==> config.mk <==
export PLATFORM = sky130hd
export DESIGN_NAME = afifo_wr_packer
export DESIGN_NICKNAME = d
export VERILOG_FILES = /design/src/rtl/afifo_pkg.sv /design/src/rtl/afifo_wr_packer.sv
export SDC_FILE = /design/constraint.sdc
export NUM_CORES = 1
export LEC_CHECK = 0
export BUFFER_PORTS_ARGS = -buffer_cell sky130_fd_sc_hd__buf_4
export CORE_MARGIN = 2
export CORE_UTILIZATION = 46
export CTS_CLUSTER_SIZE = 8
export DETAILED_ROUTE_END_ITERATION = 7
export GPL_TIMING_DRIVEN = 0
export PLACE_DENSITY = 0.7
export SYNTH_ARGS = -nofsm -noshare
export SYNTH_HDL_FRONTEND = slang
export SYNTH_SLANG_ARGS = --single-unit
==> constraint.sdc <==
create_clock -name WClk -period 1.85 [get_ports WClk]
set_input_delay 0.4625 -clock WClk [delete_from_list [all_inputs] [get_ports WClk]]
set_output_delay 0.4625 -clock WClk [all_outputs]
set_load 0.01 [all_outputs]
==> src/rtl/afifo_pkg.sv <==
// Shared definitions for the asynchronous FIFO wrapper: word-width helper,
// sideband struct and field offsets of the packed FIFO word.
package afifo_pkg;

    localparam int IW_DEF = 32;
    localparam int R_DEF  = 4;
    localparam int CW_DEF = $clog2(R_DEF + 1);
    localparam int DW_DEF = IW_DEF * R_DEF;

    // FIFO word layout: {last, nbeats, data}
    localparam int DATA_LSB   = 0;
    localparam int NBEATS_LSB = DW_DEF;
    localparam int LAST_BIT   = DW_DEF + CW_DEF;

    typedef struct packed {
        logic              last;
        logic [CW_DEF-1:0] nbeats;
    } afifo_sb_t;

    function automatic int fw(input int iw, input int r);
        return iw * r + $clog2(r + 1) + 1;
    endfunction

endpackage

==> src/rtl/afifo_wr_packer.sv <==
// Write-side packer: gathers R narrow beats per FIFO word, terminates on last
// or flush, and feeds the FIFO through one registered output buffer.
module afifo_wr_packer
    import afifo_pkg::*;
#(
    parameter int IW = 32,
    parameter int R  = 4,
    parameter int DW = IW * R,
    parameter int CW = $clog2(R + 1),
    parameter int FW = fw(IW, R)
) (
    input  logic          WClk,
    input  logic          rstn,
    input  logic          in_valid,
    output logic          in_ready,
    input  logic [IW-1:0] in_data,
    input  logic          in_last,
    input  logic          flush,
    output logic          fifo_we,
    output logic [FW-1:0] fifo_d,
    input  logic          fifo_wfull,
    input  logic          fifo_wafull,
    output logic [15:0]   word_cnt,
    output logic [15:0]   pkt_cnt
);

    logic [DW-1:0] acc_q, acc_d;
    logic [CW-1:0] idx_q, idx_d;
    logic [FW-1:0] ob_q, ob_d;
    logic          ob_vld_q, ob_vld_d;
    logic [15:0]   word_cnt_q, word_cnt_d;
    logic [15:0]   pkt_cnt_q, pkt_cnt_d;

    logic          ob_free;
    logic          accept;
    logic          complete;
    logic          flush_go;
    logic [DW-1:0] acc_ins;

    // Almost-full is informational only at this level.
    logic unused_wafull;
    assign unused_wafull = fifo_wafull;

    // Buffer is free now, or it drains to the FIFO this very cycle.
    assign ob_free  = ~ob_vld_q | ~fifo_wfull;
    assign in_ready = ob_free;
    assign fifo_we  = ob_vld_q & ~fifo_wfull;
    assign fifo_d   = ob_q;
    assign word_cnt = word_cnt_q;
    assign pkt_cnt  = pkt_cnt_q;

    assign accept   = in_valid & ob_free;
    assign complete = accept & ((idx_q == CW'(R - 1)) | in_last);
    assign flush_go = flush & (idx_q != '0) & ~accept & ob_free;

    always_comb begin
        acc_ins = acc_q;
        for (int l = 0; l < R; l++) begin
            if (idx_q == CW'(l)) acc_ins[l*IW +: IW] = in_data;
        end
    end

    always_comb begin
        acc_d      = acc_q;
        idx_d      = idx_q;
        ob_d       = ob_q;
        ob_vld_d   = ob_vld_q & ~fifo_we;
        word_cnt_d = word_cnt_q + 16'(fifo_we);
        pkt_cnt_d  = pkt_cnt_q + 16'(fifo_we & ob_q[FW-1]);
        if (complete) begin
            ob_d     = {in_last, idx_q + CW'(1), acc_ins};
            ob_vld_d = 1'b1;
            idx_d    = '0;
            acc_d    = '0;
        end else if (accept) begin
            acc_d = acc_ins;
            idx_d = idx_q + CW'(1);
        end else if (flush_go) begin
            ob_d     = {1'b0, idx_q, acc_q};
            ob_vld_d = 1'b1;
            idx_d    = '0;
            acc_d    = '0;
        end
    end

    always_ff @(posedge WClk or negedge rstn) begin
        if (!rstn) begin
            acc_q      <= '0;
            idx_q      <= '0;
            ob_q       <= '0;
            ob_vld_q   <= 1'b0;
            word_cnt_q <= '0;
            pkt_cnt_q  <= '0;
        end else begin
            acc_q      <= acc_d;
            idx_q      <= idx_d;
            ob_q       <= ob_d;
            ob_vld_q   <= ob_vld_d;
            word_cnt_q <= word_cnt_d;
            pkt_cnt_q  <= pkt_cnt_d;
        end
    end

endmodule

==> results of run 1 <==
power by group:
group / total, uW / switching (uW) / leakage, uW / internal, uW
logic: 11200 / 5120 / 0.00360 / 6040
clock network: 6700 / 2640 / 0.000534 / 4050
registers: 10200 / 1670 / 0.00386 / 8490
total: 28000 / 9430 / 0.00799 / 18600
worst max-delay path, delay by kind of cell, from the launching register on:
family,cells,cell delay [ns]
AOI/OAI and AO/OA,2,0.67
adders and majority gates,1,0.21
buffers and inverters,2,0.39
DFF,1,0.41
and+or+nand+nor,2,0.28
how the worst max path moves through the flow:
stage          slack [ns]  depth (start not counted)            startpoint                endpoint
2_1_floorplan        0.01                          8  idx_q[0]$_DFFE_PN0P_  fifo_d[45]$_DFFE_PN0P_
3_3_place_gp        -2.30                          1                  rstn  fifo_d[73]$_DFFE_PN0P_
3_5_place_dp        -0.65                          8  idx_q[0]$_DFFE_PN0P_  acc_q[116]$_DFFE_PN0P_
4_1_cts             -0.12                          8  idx_q[0]$_DFFE_PN0P_   acc_q[21]$_DFFE_PN0P_
5_1_grt             -0.22                          8  idx_q[0]$_DFFE_PN0P_   acc_q[72]$_DFFE_PN0P_
6_report            -0.23                          7  idx_q[0]$_DFFE_PN0P_  fifo_d[34]$_DFFE_PN0P_
sequential cells by signal, indices dropped and copies added, names as in the netlist:
signal / count
acc_q: 128
word_cnt: 16
idx_q: 3
ob_vld_q: 1
fifo_d: 132
pkt_cnt: 16
per-layer routing:
layer | vias up | track usage (%)
met1 | 5035 | 36.1
li1 | 4214 | -
met2 | 437 | 41.8
met4 | 0 | 7.23
met3 | 76 | 7.22
met5 | - | 0
cells in the final DEF, fill, tap and decap left out, types with 14 or more instances in the layout:
master,synthesis,layout
buf_6,1,34
buf_12,0,14
and2_4,0,19
clkbuf_16,0,51
xnor2_1,17,17
buf_4,1,249
buf_8,0,17
o221a_2,59,55
a22o_1,96,96
inv_1,35,34
and2_1,47,28
dfrtp_1,296,295
nor2_1,57,53
nand2b_1,62,58
a221o_1,46,46
repair_timing:
item | CTS | global route
gates resized for setup | 190 | 106
hold buffers | 1 | 0
cloned | 8 | 13
setup endpoints to repair | 270 | 272
buffers inserted | 33 | 25
pin swaps | 29 | 55
endpoints found under the hold margin | 61 | 0
metrics by stage:
step                cells  util [%]  area, um^2  hold WS [ns]  setup slack, ns
floorplan             952         -       12200         0.167           0.0149
global placement     1490      54.4       14100         0.457            -2.30
detailed placement   1492      54.6       14200         0.451           -0.645
CTS                  1576      62.7       16300         0.213           -0.121
global route         1613      66.1       17200         0.228           -0.221
finish               1613      66.1       17200         0.228           -0.227
kinds of logic after synthesis:
| group | after synthesis |
|---|---|
| fa+ha+maj | 9 |
| xor+xnor | 28 |
| simple gates | 237 |
| buf+inv | 100 |
| flops | 296 |
| compound gates | 282 |
final cells by class:
class | count | area (um^2) | area share [%]
Sequential cell | 296 | 7410 | 43.2
Multi-Input combinational cell | 558 | 4890 | 28.5
Timing Repair Buffer | 281 | 2440 | 14.2
Clock buffer | 43 | 1080 | 6.27
Buffer | 64 | 788 | 4.59
Tap cell | 335 | 419 | 2.44
Inverter | 35 | 134 | 0.780
Clock inverter | 1 | 8.76 | 0.0510
==> metrics.txt, run 1 <==
num ports 205; # clock sinks 296; Max IR drop VDD 889 uV; Setup violations, final 254; Clock Latency Late Sink 0.52 ns; largest net degree at the start of global routing 119; total power 28000 uW; Core ar. 26000 um^2; most frequent cell after synthesis dfrtp_1; critical path type reg2reg; Num CTS Buffers 42; clock skew 0.0182 ns; CTS tree built; failing checks negative setup slack; Synth Area in XOR/XNOR 2.02%; Max Freq 0.481 GHz; layout cells sized above 1 42.6%; die area 27700 um^2; Worst Path Arrival 2.47 ns; Total GRT Usage 26.4%; CTS Buffer Depth 3; synth warn 0; vias in the first global route 9756; most instantiated cells after synthesis dfrtp_1, a22o_1, nand2b_1, o221a_2, nor2_1; sequential fraction of the synthesis area 61.1%; R2R cell count 7; Final Hold Viols 0; critical-path maximum fanout 10; via count 9762; R2R Setup Slk -0.23 ns; Startpoint Class flop; first-pass GRT wire length 57600 um; I/O Buffers 203; Setup Total Neg Slack -25.70 ns; Avg Vias per Cell 6.05; DR pass1 iterations 5; RR Startpoint idx_q[0]$_DFFE_PN0P_; synth-to-layout area growth 41.5%; DRC 0; simple-gate portion of the synthesized area 11.0%; mux share of post-synthesis cell area 0%; pwr dens 1630 nW/um^2; Cells after Synth 952; Routed Antenna Nets 0; Mapped Area 12100 um^2; largest family of logic cells by synthesized area compound AO/OA/AOI/OAI gates; Seq cells post-synth 296; setup ws final -0.227 ns; DRT Wirelength 39000 um; clk slew on worst S/H paths 0.05 ns; die width 166 um; Slew headroom 45.7%; Hold Crit Depth 2; CP Capture Type flop; Final Max Slew Viols 0; max incr delay on CP 0.41 ns; WL met2 18300 um; FFs w/ async S/R, synth 100%; DP HPWL 23700 um; Synth Area per Inst 12.7 um^2; Leakage 0.00799 uW; Root Driver clkbuf_16; # diodes 0; run status complete, but fails checks; min-delay worst type in2reg; Fillers 1857; worst hold path endpoint acc_q[20]$_DFFE_PN0P_; Final nets 1326; Synth Net Count 1000; RSZ-0062 raised after global routing true; Cell Chain, Critical Path inv_1 > ha_4 > nand2b_4 > o221ai_2 > nor2_2 > buf_6 > o221a_2; EDFF count, synth 0; post-synthesis cell type count 50; Worst-Margin Slew 0.815 ns; Maximum Capacitance Violations 0; CP required 2.24 ns; initial antenna violation count 0; GRT Residual Overflow 0; Synth Flop Type dfrtp_1; Synth top area share 61.1%; Die Y 166 um; fin crit period 2.08 ns; routed len/inst 24.2 um; DR iter-0 viols 880; area share of fa/ha/maj cells after synthesis 0.929%; hold path start in_data[20]; RR Endpoint fifo_d[34]$_DFFE_PN0P_; Top Layer Used met4; row count 59; Critical-path top delay cell dfrtp_1; Compound-Gate Fraction of Synth Area 21.3%; largest cells by area after synthesis dfrtp_1, a22o_1, o221a_2, a221o_1, nand2b_1; Final period util 112%; GPL Wtd Cong 0.863; M1 WL 16300 um; largest area contributor in the netlist dfrtp_1; Initial Utilization 46.7%; H-Tree Depth 2; met3 wire length 3320 um
No activity file was read; power rests on OpenSTA's default activity.
==> run 2, diff against run 1 <==
Settings changed: CORE_UTILIZATION 46 to 51, PLACE_DENSITY 0.7 to 0.76.
==> run 2 against run 1 <==
Effect of this change:
- the flow finishes with violations (negative hold slack, negative setup slack)
- core utilization up 6.3 points
- clock-buffer cell count rose by 2
- largest cell class unchanged
- die area down 9.6%
- maximum frequency fell by 0.16%
- worst setup slack got worse by 0.0033 ns
- combinational power about the same
- critical path depth rose by 1
- hold slack worse by 0.29 ns
- highest routed layer unchanged
- sequential share of layout area increased by 0.58 points
- sequential cell count did not move
==> metrics.txt, run 2 (synthesis results as in run 1) <==
Slew headroom 42.4% (-3.3 points); Die Y 158 um (-4.9%); Non-Filler Instances 1590 (-1.4%); Worst-Margin Slew 0.864 ns (+0.0488 ns); Worst Path Arrival 2.54 ns (+0.07 ns); Startpoint Class flop; Avg Vias per Cell 6.19 (+2.2%); min-delay worst type in2async; initial antenna violation count 0 (unchanged); largest net degree at the start of global routing 125 (+5.0%); RSZ-0062 raised after global routing true; Leakage 0.00792 uW (-0.88%); setup ws final -0.230 ns (-0.00326 ns); layout cells sized above 1 39.5% (-3.1 points); die area 25000 um^2 (-9.6%); # clock sinks 296 (unchanged); run status complete, but fails checks; Root Driver clkbuf_16; total power 27900 uW (-0.22%); Final Hold Viols 15 (+15); Max Freq 0.481 GHz (-0.16%); Fin Hold WS -0.0669 ns (-0.295 ns); Final nets 1318 (-0.60%); Final period util 112% (+0.18 points); CP Capture Type flop; Initial Utilization 51.8% (+5.2 points); clk slew on worst S/H paths 0.06 ns (about the same); Routed Antenna Nets 0 (unchanged); GPL Wtd Cong 0.846 (-2.0%); DR pass1 iterations 5 (unchanged); CTS Buffer Depth 3 (unchanged); pwr dens 1650 nW/um^2 (+1.1%); hold_buf cts 0 (-1); clock skew 0.0162 ns (-0.00194 ns); most frequent cells in the layout dfrtp_1, buf_4, a22o_1, nand2b_1, clkbuf_16; Total GRT Usage 29.4% (+3.0 points); Core ar. 23400 um^2 (-9.9%); critical-path maximum fanout 6 (-4); DRC 0 (unchanged); # diodes 0 (unchanged); Fillers 1533 (-17%); first-pass GRT wire length 55900 um (-3.0%); DRT Wirelength 39500 um (+1.2%); H-Tree Depth 2 (unchanged); CP required 2.31 ns (+0.07 ns); routed len/inst 24.8 um (+2.7%); vias in the first global route 9816 (+0.62%); via count 9836 (+0.76%); DP HPWL 23000 um (-2.9%); failing checks negative hold slack, negative setup slack; Placement Setup Slack -0.655 ns (-0.00948 ns); die width 158 um (-4.9%); Max IR drop VDD 1010 uV (+14%); Num CTS Buffers 42 (unchanged); critical path type reg2reg; fin crit period 2.08 ns (+0.00326 ns); max reg flops 132 (unchanged); Clock Latency Late Sink 0.53 ns (about the same); Final Max Slew Viols 0 (unchanged); synth-to-layout area growth 39.6%; CTS tree built; Placed Cells 1476 (-1.1%); DR iter-0 viols 861 (-2.2%); Setup Total Neg Slack -37.60 ns (-11.90 ns); GRT Residual Overflow 0 (unchanged); num ports 205 (unchanged); most common cell after layout, fill and taps aside dfrtp_1; Maximum Capacitance Violations 0 (unchanged); Setup violations, final 261 (+2.8%); I/O Buffers 203 (unchanged); row count 56 (-5.1%)
run 2: what timing repair did:
item                       4_1_cts  5_1_grt
setup endpoints to repair      270      269
gates resized for setup        175       63
cloned                           8        9
pin swaps                       19       22
buffers inserted                44       14
run 2: per-stage QoR:
step | instance area [um^2] | utilization (%)
2_1_floorplan | 12200 | -
3_3_place_gp | 14100 | 60.3
3_5_place_dp | 14200 | 60.6
4_1_cts | 16300 | 69.6
5_1_grt | 16900 | 72.4
6_report | 16900 | 72.4
run 2: power by group:
group	switching, uW	total, uW	internal, uW
combinational	5120	10900	5820
sequential	1690	10200	8490
clock	2610	6830	4220
total	9420	27900	18500
run 2: area by class of cell:
type | instances | area, um^2 | area share [%]
tap | 319 | 399 | 2.36
clock buffer | 45 | 1130 | 6.65
inverter | 35 | 134 | 0.790
buffer | 64 | 714 | 4.22
multi-input combinational | 557 | 4750 | 28.0
timing repair buffer | 274 | 2410 | 14.2
sequential | 296 | 7410 | 43.7
run 2: layer usage:
layer | GRT usage (%) | routed length (um)
met3 | 7.04 | 3720
met4 | 10.9 | 1500
met5 | 0 | 0
met1 | 39.9 | 15600
met2 | 46.4 | 18600
run 2: critical path, cell delays in order, from the launching register on:
cell,delay (ns)
dfrtp_1,0.43
inv_2,0.12
ha_4,0.18
nand2b_4,0.11
and3_1,0.19
buf_4,0.18
a21oi_4,0.36
clkbuf_16,0.24
o221a_2,0.18
run 2: path summary, 6_finish.rpt:
| kind | slack (ns) | cells after the start | to | from |
|---|---|---|---|---|
| hold / removal | -0.07 | 1 | fifo_d[127]$_DFFE_PN0P_ | rstn |
| max in group asynchronous | 0.47 | 3 | fifo_d[110]$_DFFE_PN0P_ | rstn |
| min in group WClk | 0.22 | 2 | acc_q[3]$_DFFE_PN0P_ | in_data[3] |
| hold reg to reg | 0.47 | 1 | pkt_cnt[15]$_DFF_PN0_ | pkt_cnt[15]$_DFF_PN0_ |
| setup / recovery | -0.23 | 8 | fifo_d[17]$_DFFE_PN0P_ | idx_q[0]$_DFFE_PN0P_ |
| setup reg to reg | -0.23 | 8 | fifo_d[17]$_DFFE_PN0P_ | idx_q[0]$_DFFE_PN0P_ |
==> run 3, diff against run 2 <==
Settings changed: CELL_PAD_IN_SITES_DETAIL_PLACEMENT from default to 1, CELL_PAD_IN_SITES_GLOBAL_PLACEMENT from default to 1, CORE_UTILIZATION 51 to 41, PLACE_DENSITY 0.76 to default, PLACE_DENSITY_LB_ADDON from default to 0.1.
==> run 3 against run 2 <==
Effect of this change:
- the flow finishes with violations (negative setup slack)
- power up 11%
- non-clock buffer count grew 37
- first-iteration DRC count down 17%
- wire length increased by 25%
- sequential cell count is the same
- maximum frequency fell by 1.5%
- global-route usage down 1.3 points
- critical path depth increased by 1
- clock-buffer cell count down 2
==> metrics.txt, run 3 (synthesis results as in run 1) <==
synth-to-layout area growth 55.3%; Final nets 1355 (+2.8%); Maximum Capacitance Violations 0 (unchanged); Die Y 176 um (+11%); internal power 20200 uW (+8.8%); H-Tree Depth 2 (unchanged); Routed Antenna Nets 0 (unchanged); RR Endpoint fifo_d[20]$_DFFE_PN0P_; pwr dens 1650 nW/um^2 (+0.26%); GRT Residual Overflow 0 (unchanged); Leakage 0.00870 uW (+9.8%); DP HPWL 25700 um (+12%); Sw Ratio 35.3% (+1.6 points); Multi-input gate area 5740 um^2 (+21%); most frequent cells in the layout dfrtp_1, buf_4, a22o_1, clkbuf_16, o221a_4; first-pass GRT wire length 66300 um (+19%); Core ar. 28900 um^2 (+24%); DR iter-0 viols 716 (-17%); Final period util 114% (+1.7 points); layout cells sized above 1 49.8% (+10 points); sequential share of power 33.8% (-2.6 points); vias in the first global route 10600 (+7.9%); Num CTS Buffers 42 (unchanged); clock power share 22.2% (-2.2 points); register area 7410 um^2 (about the same); setup ws final -0.262 ns (-0.0315 ns); row count 62 (+11%); Hold Crit Depth 2; largest net degree at the start of global routing 121 (-3.2%); routed len/inst 29.2 um (+18%); DR pass1 iterations 5 (unchanged); Setup violations, final 260 (-0.38%); CP startpoint idx_q[1]$_DFFE_PN0P_; Setup crit end fifo_d[20]$_DFFE_PN0P_; critical path type reg2reg; clock skew 0.0165 ns (+0.000295 ns); CP required 2.32 ns (about the same); clk slew on worst S/H paths 0.06 ns (about the same); Non-Filler Instances 1692 (+6.4%); CTS tree built; run status complete, but fails checks; die area 31000 um^2 (+24%); CP Capture Type flop; Placed Area 14300 um^2 (+0.77%); Max IR drop VDD 698 uV (-31%); Initial Utilization 41.9% (-9.9 points); Max Freq 0.473 GHz (-1.5%); DRT Wirelength 49400 um (+25%); DRC 0 (unchanged); max reg flops 132 (unchanged); Fillers 2650 (+73%); initial antenna violation count 0 (unchanged); Worst-Margin Slew 0.835 ns (-0.0294 ns); min-delay worst type in2reg; die width 176 um (+11%); R2R cell count 9 (+1); CTS Buffer Depth 3 (unchanged); # clock sinks 296 (unchanged); Startpoint Class flop; Placed Cells 1542 (+4.5%); via count 10200 (+4.0%); Root Driver clkbuf_16; Final Cell Area 18800 um^2 (+11%); R2R Setup Slk -0.26 ns (-0.03 ns); most common cell after layout, fill and taps aside dfrtp_1; I/O Buffers 203 (unchanged); switching power 11000 uW (+17%); Comb pwr share 44.0% (+4.8 points); fin crit period 2.11 ns (+0.0315 ns); Final Hold Viols 0 (-15); Worst Path Arrival 2.59 ns (+0.05 ns); Clock Latency Late Sink 0.54 ns (about the same); failing checks negative setup slack; Avg Vias per Cell 6.05 (-2.2%); GPL Wtd Cong 0.804 (-5.0%); Slew headroom 44.4% (+2.0 points); # diodes 0 (unchanged); Total GRT Usage 28.1% (-1.3 points); critical-path maximum fanout 5 (-1); num ports 205 (unchanged); RR Startpoint idx_q[1]$_DFFE_PN0P_; Final Max Slew Viols 0 (unchanged); RSZ-0062 raised after global routing true
[run 3: cell types whose count changed in the layout (fill, tap and decap cells not counted), moves of 9 or more]
cell,before,now
a221oi_1,12,0
nor2_1,52,26
o221a_4,14,57
buf_12,9,24
o22ai_1,23,12
a221oi_2,10,19
buf_8,13,27
nand2b_1,59,49
and2_4,1,43
nor2_4,6,24
and2_1,46,4
o22ai_2,0,11
o221a_2,45,2
nand2b_4,3,13
[run 3: area by class of cell]
class                           count  area share, %
Timing Repair Buffer              313           16.4
Tap cell                          384           2.55
Multi-Input combinational cell    557           30.5
Buffer                             62           4.59
Clock buffer                       43           5.71
Clock inverter                      2          0.153
Sequential cell                   296           39.3
Inverter                           35          0.724
[run 3: layer usage]
layer	wire [um]	GRT usage [%]	vias up
li1	-	-	4283
met3	3140	4.78	121
met2	24200	45.8	465
met4	2090	10.7	0
met5	0	0	-
met1	20000	37.9	5363
[run 3: worst min-delay path by stage]
| stage | slack [ns] | endpoint | startpoint |
|---|---|---|---|
| after floorplan | 0.17 | acc_q[0]$_DFFE_PN0P_ | rstn |
| after global placement | 0.47 | pkt_cnt[15]$_DFF_PN0_ | pkt_cnt[15]$_DFF_PN0_ |
| after detailed placement | 0.27 | fifo_d[110]$_DFFE_PN0P_ | rstn |
| after CTS | 0.20 | acc_q[28]$_DFFE_PN0P_ | in_data[28] |
| after global routing | 0.22 | acc_q[30]$_DFFE_PN0P_ | in_data[30] |
| final | 0.21 | acc_q[62]$_DFFE_PN0P_ | in_data[30] |
[run 3: what timing repair did]
item | in CTS | in global routing
hold buffers | 1 | 0
hold endpoints to repair | 9 | 0
gates resized for setup | 316 | 201
cloned | 19 | 16
pin swaps | 96 | 97
endpoints found under the setup margin | 274 | 273
setup buffers | 57 | 22
[run 3: power groups by stage]
stage / registers [uW] / clock network [uW] / logic (uW)
finish: 10500 / 6930 / 13700
global route: 10700 / 7250 / 14300
CTS: 10200 / 6900 / 11600
detailed placement: 10200 / 0 / 8620
global placement: 10100 / 0 / 8350
floorplan: 10300 / 0 / 4010
[run 3: worst max-delay path: stages (launching register included)]
cell and delay, ns:
dfrtp_2 0.44, ha_4 0.18, ha_4 0.19, nor2_4 0.25, buf_6 0.15, nor2_4 0.05
a21oi_4 0.28, buf_12 0.17, buf_12 0.14, o221a_4 0.19
[run 3: per-stage QoR]
step / total power, uW / setup WS (ns) / hold WS (ns) / setup TNS (ns) / utilization, %
global placement: 18500 / -2.42 / 0.466 / -829.41 / 49.1
floorplan: 14400 / 0.0149 / 0.167 / 0 / -
CTS: 28700 / -0.176 / 0.200 / -24.64 / 60.5
finish: 31200 / -0.262 / 0.211 / -38.61 / 65.1
global route: 32300 / -0.279 / 0.223 / -46.46 / 65.1
detailed placement: 18800 / -0.944 / 0.273 / -137.14 / 49.4
